File: config.mk
export PLATFORM = sky130hd
export DESIGN_NAME = network_layer_tx
export DESIGN_NICKNAME = d
export VERILOG_FILES = /design/src/rtl/NetTypes.sv /design/src/rtl/packet_rr_arbiter.sv /design/src/rtl/network_layer_tx.sv
export SDC_FILE = /design/constraint.sdc
export NUM_CORES = 1
export LEC_CHECK = 0
export ABC_CLOCK_PERIOD_IN_PS = 3400
export BUFFER_PORTS_ARGS = -buffer_cell sky130_fd_sc_hd__buf_2
export CORE_UTILIZATION = 40
export CTS_CLUSTER_DIAMETER = 40
export DETAILED_ROUTE_END_ITERATION = 16
export PLACE_DENSITY = 0.82
export SLEW_MARGIN = 25
export SYNTH_ARGS = -nofsm -noshare
export SYNTH_HDL_FRONTEND = slang
export SYNTH_SLANG_ARGS = --single-unit
File: constraint.sdc
create_clock -name clk -period 3.4 [get_ports clk]
set_input_delay 0.85 -clock clk [delete_from_list [all_inputs] [get_ports clk]]
set_output_delay 0.85 -clock clk [all_outputs]
set_load 0.03 [all_outputs]
File: src/rtl/NetTypes.sv
// Shared packet word layout, address field widths and arbiter encodings for
// the network layer transmit path.
package NetTypes;

  localparam int DEVICE_ID_WIDTH = 4;
  localparam int USER_ID_WIDTH   = 3;
  localparam int ADDR_WIDTH      = DEVICE_ID_WIDTH + USER_ID_WIDTH;
  localparam int DATA_WIDTH      = 32;

  typedef struct packed {
    logic [ADDR_WIDTH-1:0] src_addr;
    logic [ADDR_WIDTH-1:0] dest_addr;
  } PacketHeader;

  typedef struct packed {
    logic                  valid;
    logic                  first;
    logic                  last;
    PacketHeader           header;
    logic [DATA_WIDTH-1:0] data;
  } PacketWord;

  typedef logic [1:0] arb_state_t;
  localparam arb_state_t ARB_IDLE       = 2'd0;
  localparam arb_state_t ARB_GRANT_USER = 2'd1;
  localparam arb_state_t ARB_GRANT_PASS = 2'd2;

  typedef enum logic {
    SRC_USER = 1'b0,
    SRC_PASS = 1'b1
  } arb_src_e;

  function automatic logic [DEVICE_ID_WIDTH-1:0] dest_device(input PacketWord w);
    return w.header.dest_addr[ADDR_WIDTH-1:USER_ID_WIDTH];
  endfunction

endpackage

File: src/rtl/packet_rr_arbiter.sv
// Two-requester round-robin arbiter that locks onto a source until the last
// word of its packet has been accepted.
module packet_rr_arbiter
  import NetTypes::*;
(
  input  logic clk,
  input  logic rst,
  input  logic user_req,
  input  logic pass_req,
  input  logic user_last_accept,
  input  logic pass_last_accept,
  output logic grant_user,
  output logic grant_pass,
  output logic idle
);

  arb_state_t state;
  arb_src_e   last_grant;

  // NOTE: sequential state is updated with non-blocking assignments so every
  // register samples the pre-edge values, independent of statement order.
  always_ff @(posedge clk or posedge rst) begin
    if (rst) begin
      state      <= ARB_IDLE;
      last_grant <= SRC_PASS;
    end else begin
      case (state)
        ARB_IDLE: begin
          // On a tie the source that did not win last time goes first.
          if (user_req && (!pass_req || last_grant == SRC_PASS)) begin
            state      <= ARB_GRANT_USER;
            last_grant <= SRC_USER;
          end else if (pass_req) begin
            state      <= ARB_GRANT_PASS;
            last_grant <= SRC_PASS;
          end
        end
        ARB_GRANT_USER: if (user_last_accept) state <= ARB_IDLE;
        ARB_GRANT_PASS: if (pass_last_accept) state <= ARB_IDLE;
        default:        state <= ARB_IDLE;
      endcase
    end
  end

  assign grant_user = (state == ARB_GRANT_USER);
  assign grant_pass = (state == ARB_GRANT_PASS);
  assign idle       = (state == ARB_IDLE);

endmodule

File: src/rtl/network_layer_tx.sv
// Merges local user packets and forwarded packets into one registered
// outbound stream, stamping the local device ID and dropping bad traffic.
module network_layer_tx
  import NetTypes::*;
(
  input  logic                       clk,
  input  logic                       rst,
  input  logic [DEVICE_ID_WIDTH-1:0] device_id,
  input  logic                       layer_programmed,
  input  logic [15:0]                NetSize,
  input  PacketWord                  user_layer_tx,
  output logic                       user_layer_tx_ready,
  input  PacketWord                  passing_packet_tx,
  output logic                       passing_packet_tx_ready,
  output PacketWord                  layer_tx,
  input  logic                       layer_tx_ready,
  output logic [7:0]                 layer_tx_error_status
);

  logic [DEVICE_ID_WIDTH-1:0] device_id_reg;
  logic                       drop_reg;
  logic                       grant_user, grant_pass, idle;
  logic                       out_free, bad_dest, user_dropping;
  logic                       user_acc, pass_acc, user_emit, pass_emit;
  logic                       orphan_user, orphan_pass, bad_evt;
  logic [1:0]                 err_inc;
  logic [8:0]                 err_sum;
  PacketWord                  stamped;

  assign out_free = ~layer_tx.valid | layer_tx_ready;
  assign bad_dest = layer_programmed &&
                    ({{(16-DEVICE_ID_WIDTH){1'b0}}, dest_device(user_layer_tx)} >= NetSize);
  // The drop decision is taken on the first word and remembered for the rest.
  assign user_dropping = user_layer_tx.first ? bad_dest : drop_reg;

  // Readys are forced low while reset is asserted, not just after the next edge.
  assign user_layer_tx_ready = ~rst &
    ((grant_user & (user_dropping | out_free)) |
     (idle & user_layer_tx.valid & ~user_layer_tx.first));
  assign passing_packet_tx_ready = ~rst &
    ((grant_pass & out_free) |
     (idle & passing_packet_tx.valid & ~passing_packet_tx.first));

  assign user_acc    = user_layer_tx.valid & user_layer_tx_ready;
  assign pass_acc    = passing_packet_tx.valid & passing_packet_tx_ready;
  assign user_emit   = grant_user & user_acc & ~user_dropping;
  assign pass_emit   = grant_pass & pass_acc;
  assign orphan_user = idle & user_acc;
  assign orphan_pass = idle & pass_acc;
  assign bad_evt     = grant_user & user_acc & user_layer_tx.first & bad_dest;
  assign err_inc     = {1'b0, orphan_user} + {1'b0, orphan_pass} + {1'b0, bad_evt};
  assign err_sum     = {1'b0, layer_tx_error_status} + {7'd0, err_inc};

  packet_rr_arbiter u_arbiter (
    .clk              (clk),
    .rst              (rst),
    .user_req         (user_layer_tx.valid & user_layer_tx.first),
    .pass_req         (passing_packet_tx.valid & passing_packet_tx.first),
    .user_last_accept (grant_user & user_acc & user_layer_tx.last),
    .pass_last_accept (pass_acc & passing_packet_tx.last & grant_pass),
    .grant_user       (grant_user),
    .grant_pass       (grant_pass),
    .idle             (idle)
  );

  // NOTE: the full default assignment first keeps this block latch-free.
  always_comb begin
    stamped = user_layer_tx;
    if (layer_programmed)
      stamped.header.src_addr[ADDR_WIDTH-1:USER_ID_WIDTH] = device_id_reg;
  end

  always_ff @(posedge clk or posedge rst) begin
    if (rst) begin
      layer_tx              <= '0;
      device_id_reg         <= '0;
      drop_reg              <= 1'b0;
      layer_tx_error_status <= 8'd0;
    end else begin
      device_id_reg <= device_id;
      if (user_emit)
        layer_tx <= stamped;
      else if (pass_emit)
        layer_tx <= passing_packet_tx;
      else if (layer_tx_ready)
        layer_tx.valid <= 1'b0;
      if (grant_user && user_acc)
        drop_reg <= user_dropping & ~user_layer_tx.last;
      layer_tx_error_status <= err_sum[8] ? 8'hFF : err_sum[7:0];
    end
  end

endmodule

==> key figures <==
Outcome
  • Status: complete, no violations

Routing
  • Via count: 3040
  • Post-route ant nets: 0
  • WL final: about 8.5 mm
  • Vias/cell: 5.00
  • Drt drc: 0
  • First-pass DRT Iterations: 4
  • WL/cell: 13.9 µm
  • Iteration-0 DRC Markers: 64

Worst setup path
  • CP startpoint kind: input port
  • Most used cell, CP: buf_2
  • Worst Path Arrival: 2360 ps
  • R2R Path Start: u_arbiter.state[1]$_DFFE_PP0P_
  • Worst setup EP type: output pin
  • Worst EP required: approximately 2600 ps
  • R2r setup slk: between 700 and 800 ps
  • Critical Path Max Stage Delay: 360 ps
  • Worst setup path category: in -> out
  • Buf+Inv Stages, Crit Path: 3
  • Worst R2R Path Depth: 9
  • Slowest-stage cell, CP: nor4b_1
  • CP cell instances: buf_2, nor4b_1, and4_1, buf_4, a21oi_1, o41ai_1, buf_2
  • Worst r2r dst: layer_tx_error_status[3]$_DFF_PP0_
  • Family with the most delay on the worst path: simple AND/OR/NAND/NOR gates
  • Critical path peak fanout: 3

Clocking
  • Reg clk slew, reported paths: 70 ps
  • Hold buffers post-CTS: 0
  • CTS tree: yes
  • Max Root-Sink Buffers: 2
  • Num CTS Buffers: 9
  • Post-CTS Resized: 0
  • Postcts setup bufs: 0
  • CTS root buf: clkbuf_8
  • Htree depth: 3
  • Worst-Skew Late Latency: 330 ps
  • # clock sinks: 65

Logic synthesis
  • Number of synthesized register bits: 65
  • Post-Synthesis Cell Area: about 3300 µm²
  • Avg Inst Size Synth: between 10 and 15 µm²
  • Top_reg_cell synth: dfrtp_1
  • Syn_nets: 448
  • Syn. warnings: 0
  • Area leader, netlist: dfrtp_1
  • Post-Synthesis Cells: 318
  • Async SR Flop Fraction: 1.00
  • Synth unique cells: 43
  • Number of synthesized flops with an enable pin: 0
  • Top-area cell type share of the netlist area: 0.489
  • Synth top area cells: dfrtp_1 (49%), mux2i_1 (14%), nand2_1 (5.6%)
  • Sequential area share after synthesis: 0.497

Global route
  • Grt ovf: 0
  • Vias in the first global route: about 3k
  • Total GRT Usage: 0.201
  • First-pass GRT wire length: between 10 and 15 mm
  • Initial antenna violation count: 0
  • Pin count of the biggest net entering global routing: 67

Timing
  • Worst slew pin tran: 819 ps
  • Final worst slack: 191 ps
  • Worst hold slack: 549 ps
  • Final Setup Violations: 0
  • Fin. Hold Viols: 0
  • Fraction of the cycle the final worst path needs: 0.944
  • Slew margin rel.: 0.454
  • Max-slew violation count: 0
  • Final Skew: 8.40 ps
  • RSZ-0062 raised after global routing: no
  • Max Fclk: 0.312 GHz
  • Setup TNS: 0 ps
  • Min cycle time layout: 3210 ps

Place
  • PortBufs: 180
  • GP Congestion: between 0.8 and 0.9
  • Dpl cells: 592
  • Detailed-placement wirelength estimate: between 6 and 7 mm
  • Post-place setup slack: -118 ps

Die
  • Die height: 92.5 µm
  • Starting density of the core: 0.419
  • # IOs: 181
  • Die extent in x: 92.5 µm
  • # rows: 32
  • Die ar.: 8550 µm²
  • Core footprint: between 7000 and 8000 µm²

Cells and area
  • Fill count: approximately 700
  • Antenna fix cells: 0
  • Share of post-route cells with drive strength above 1: 0.427
  • Synth-to-layout area growth: 38.0%
  • Max reg flops: 49
  • Nets: 631
  • Final std cells w/o fill: slightly above 600

Min path
  • Worst hold path class: reg -> reg
  • Hold Crit Endpoint: layer_tx[35]$_DFFE_PP0P_
  • Min-Delay Startpoint: layer_tx[35]$_DFFE_PP0P_
  • Hold path depth: 2

Power
  • Max IR drop VDD: 0.352 mV
  • Lkg Pwr: 2.41 nW
  • Pwr Density: 836 nW/µm²
  • Total Power: 3.78 mW

Flow run
  • Max cap viols: 0
==> cell usage in the layout (no fill, tap or decap), drive strengths merged, types with 6 or more instances in the layout <==
cell,n
nor2,11
inv,10
dfrtp,64
nand2,49
ha,6
a21oi,11
nand2b,6
mux2i,46
buf,191
o21ai,47
clkbuf,9
==> worst reg2reg max path: cells and delay by family (launching register included) <==
kind	cells	cell delay (ps)
adder cells (fa/ha/maj)	3	1080
buffers and inverters	1	50
flip-flops	1	480
AND/OR/NAND/NOR	5	960
==> through the flow <==
step           area, µm²  utilization
2_1_floorplan       3300            -
3_3_place_gp        4280        0.548
3_5_place_dp        4280        0.548
4_1_cts             4520        0.579
5_1_grt             4520        0.579
6_report            4520        0.579
==> layer usage <==
layer,share of wire,GRT usage
met5,0,0
met3,0.074,0.0493
met1,0.41,0.228
met2,0.50,0.361
met4,0.015,0.0755
==> cells in the mapped netlist (2+ instances only) <==
cell and count:
a211oi_1 5, a21oi_1 10, a22oi_1 2, a31oi_1 2, and2_1 4, and3_1 2, and4_1 2, buf_2 7
buf_4 3, buf_6 5, clkbuf_2 3, dfrtp_1 64, fa_1 2, ha_1 6, inv_1 10, mux2i_1 46
nand2_1 49, nand2b_1 6, nand3_1 5, nand4_1 2, nor2_1 11, nor3_1 3, nor4_1 2, o21ai_0 36
o21ai_1 11, xnor2_1 3
==> how the worst max path moves through the flow <==
stage / cells after the start / startpoint / to / slack (ps)
CTS: 7 / NetSize[15] / user_layer_tx_ready / 200
detailed placement: 13 / user_layer_tx[38] / layer_tx_error_status[3]$_DFF_PP0_ / -120
global route: 14 / NetSize[3] / layer_tx_error_status[0]$_DFF_PP0_ / 140
finish: 7 / NetSize[15] / user_layer_tx_ready / 190
floorplan: 10 / rst / layer_tx_error_status[6]$_DFF_PP0_ / -230
global placement: 13 / user_layer_tx[38] / layer_tx_error_status[0]$_DFF_PP0_ / -30
==> area by class of cell <==
cell class / count / area [µm²] / area share
Clock buffer: 9 / 124 / 0.0274
Tap cell: 102 / 128 / 0.0282
Timing Repair Buffer: 191 / 983 / 0.218
Inverter: 10 / 41.3 / 0.00914
Multi-Input combinational cell: 224 / 1500 / 0.331
Sequential cell: 65 / 1630 / 0.360
Clock inverter: 7 / 118 / 0.0260
==> cells by family (layout without fill, tap and decap cells) <==
family | after synthesis | count (layout) | synth area share
DFF | 65 | 65 | 0.497
xor gates and xnor gates | 3 | 3 | 0.00803
buffers and inverters | 29 | 217 | 0.0520
AOI/OAI and AO/OA | 74 | 74 | 0.130
muxes | 46 | 46 | 0.141
and+or+nand+nor | 93 | 93 | 0.137
adders and majority gates | 8 | 8 | 0.0352
==> power breakdown <==
group | switching [mW] | total [mW] | internal, mW
Sequential | 0.211 | 1.32 | 1.11
Clock | 0.293 | 0.782 | 0.488
Combinational | 1.12 | 1.68 | 0.559
Note: power is estimated with default switching activity, not from simulation.
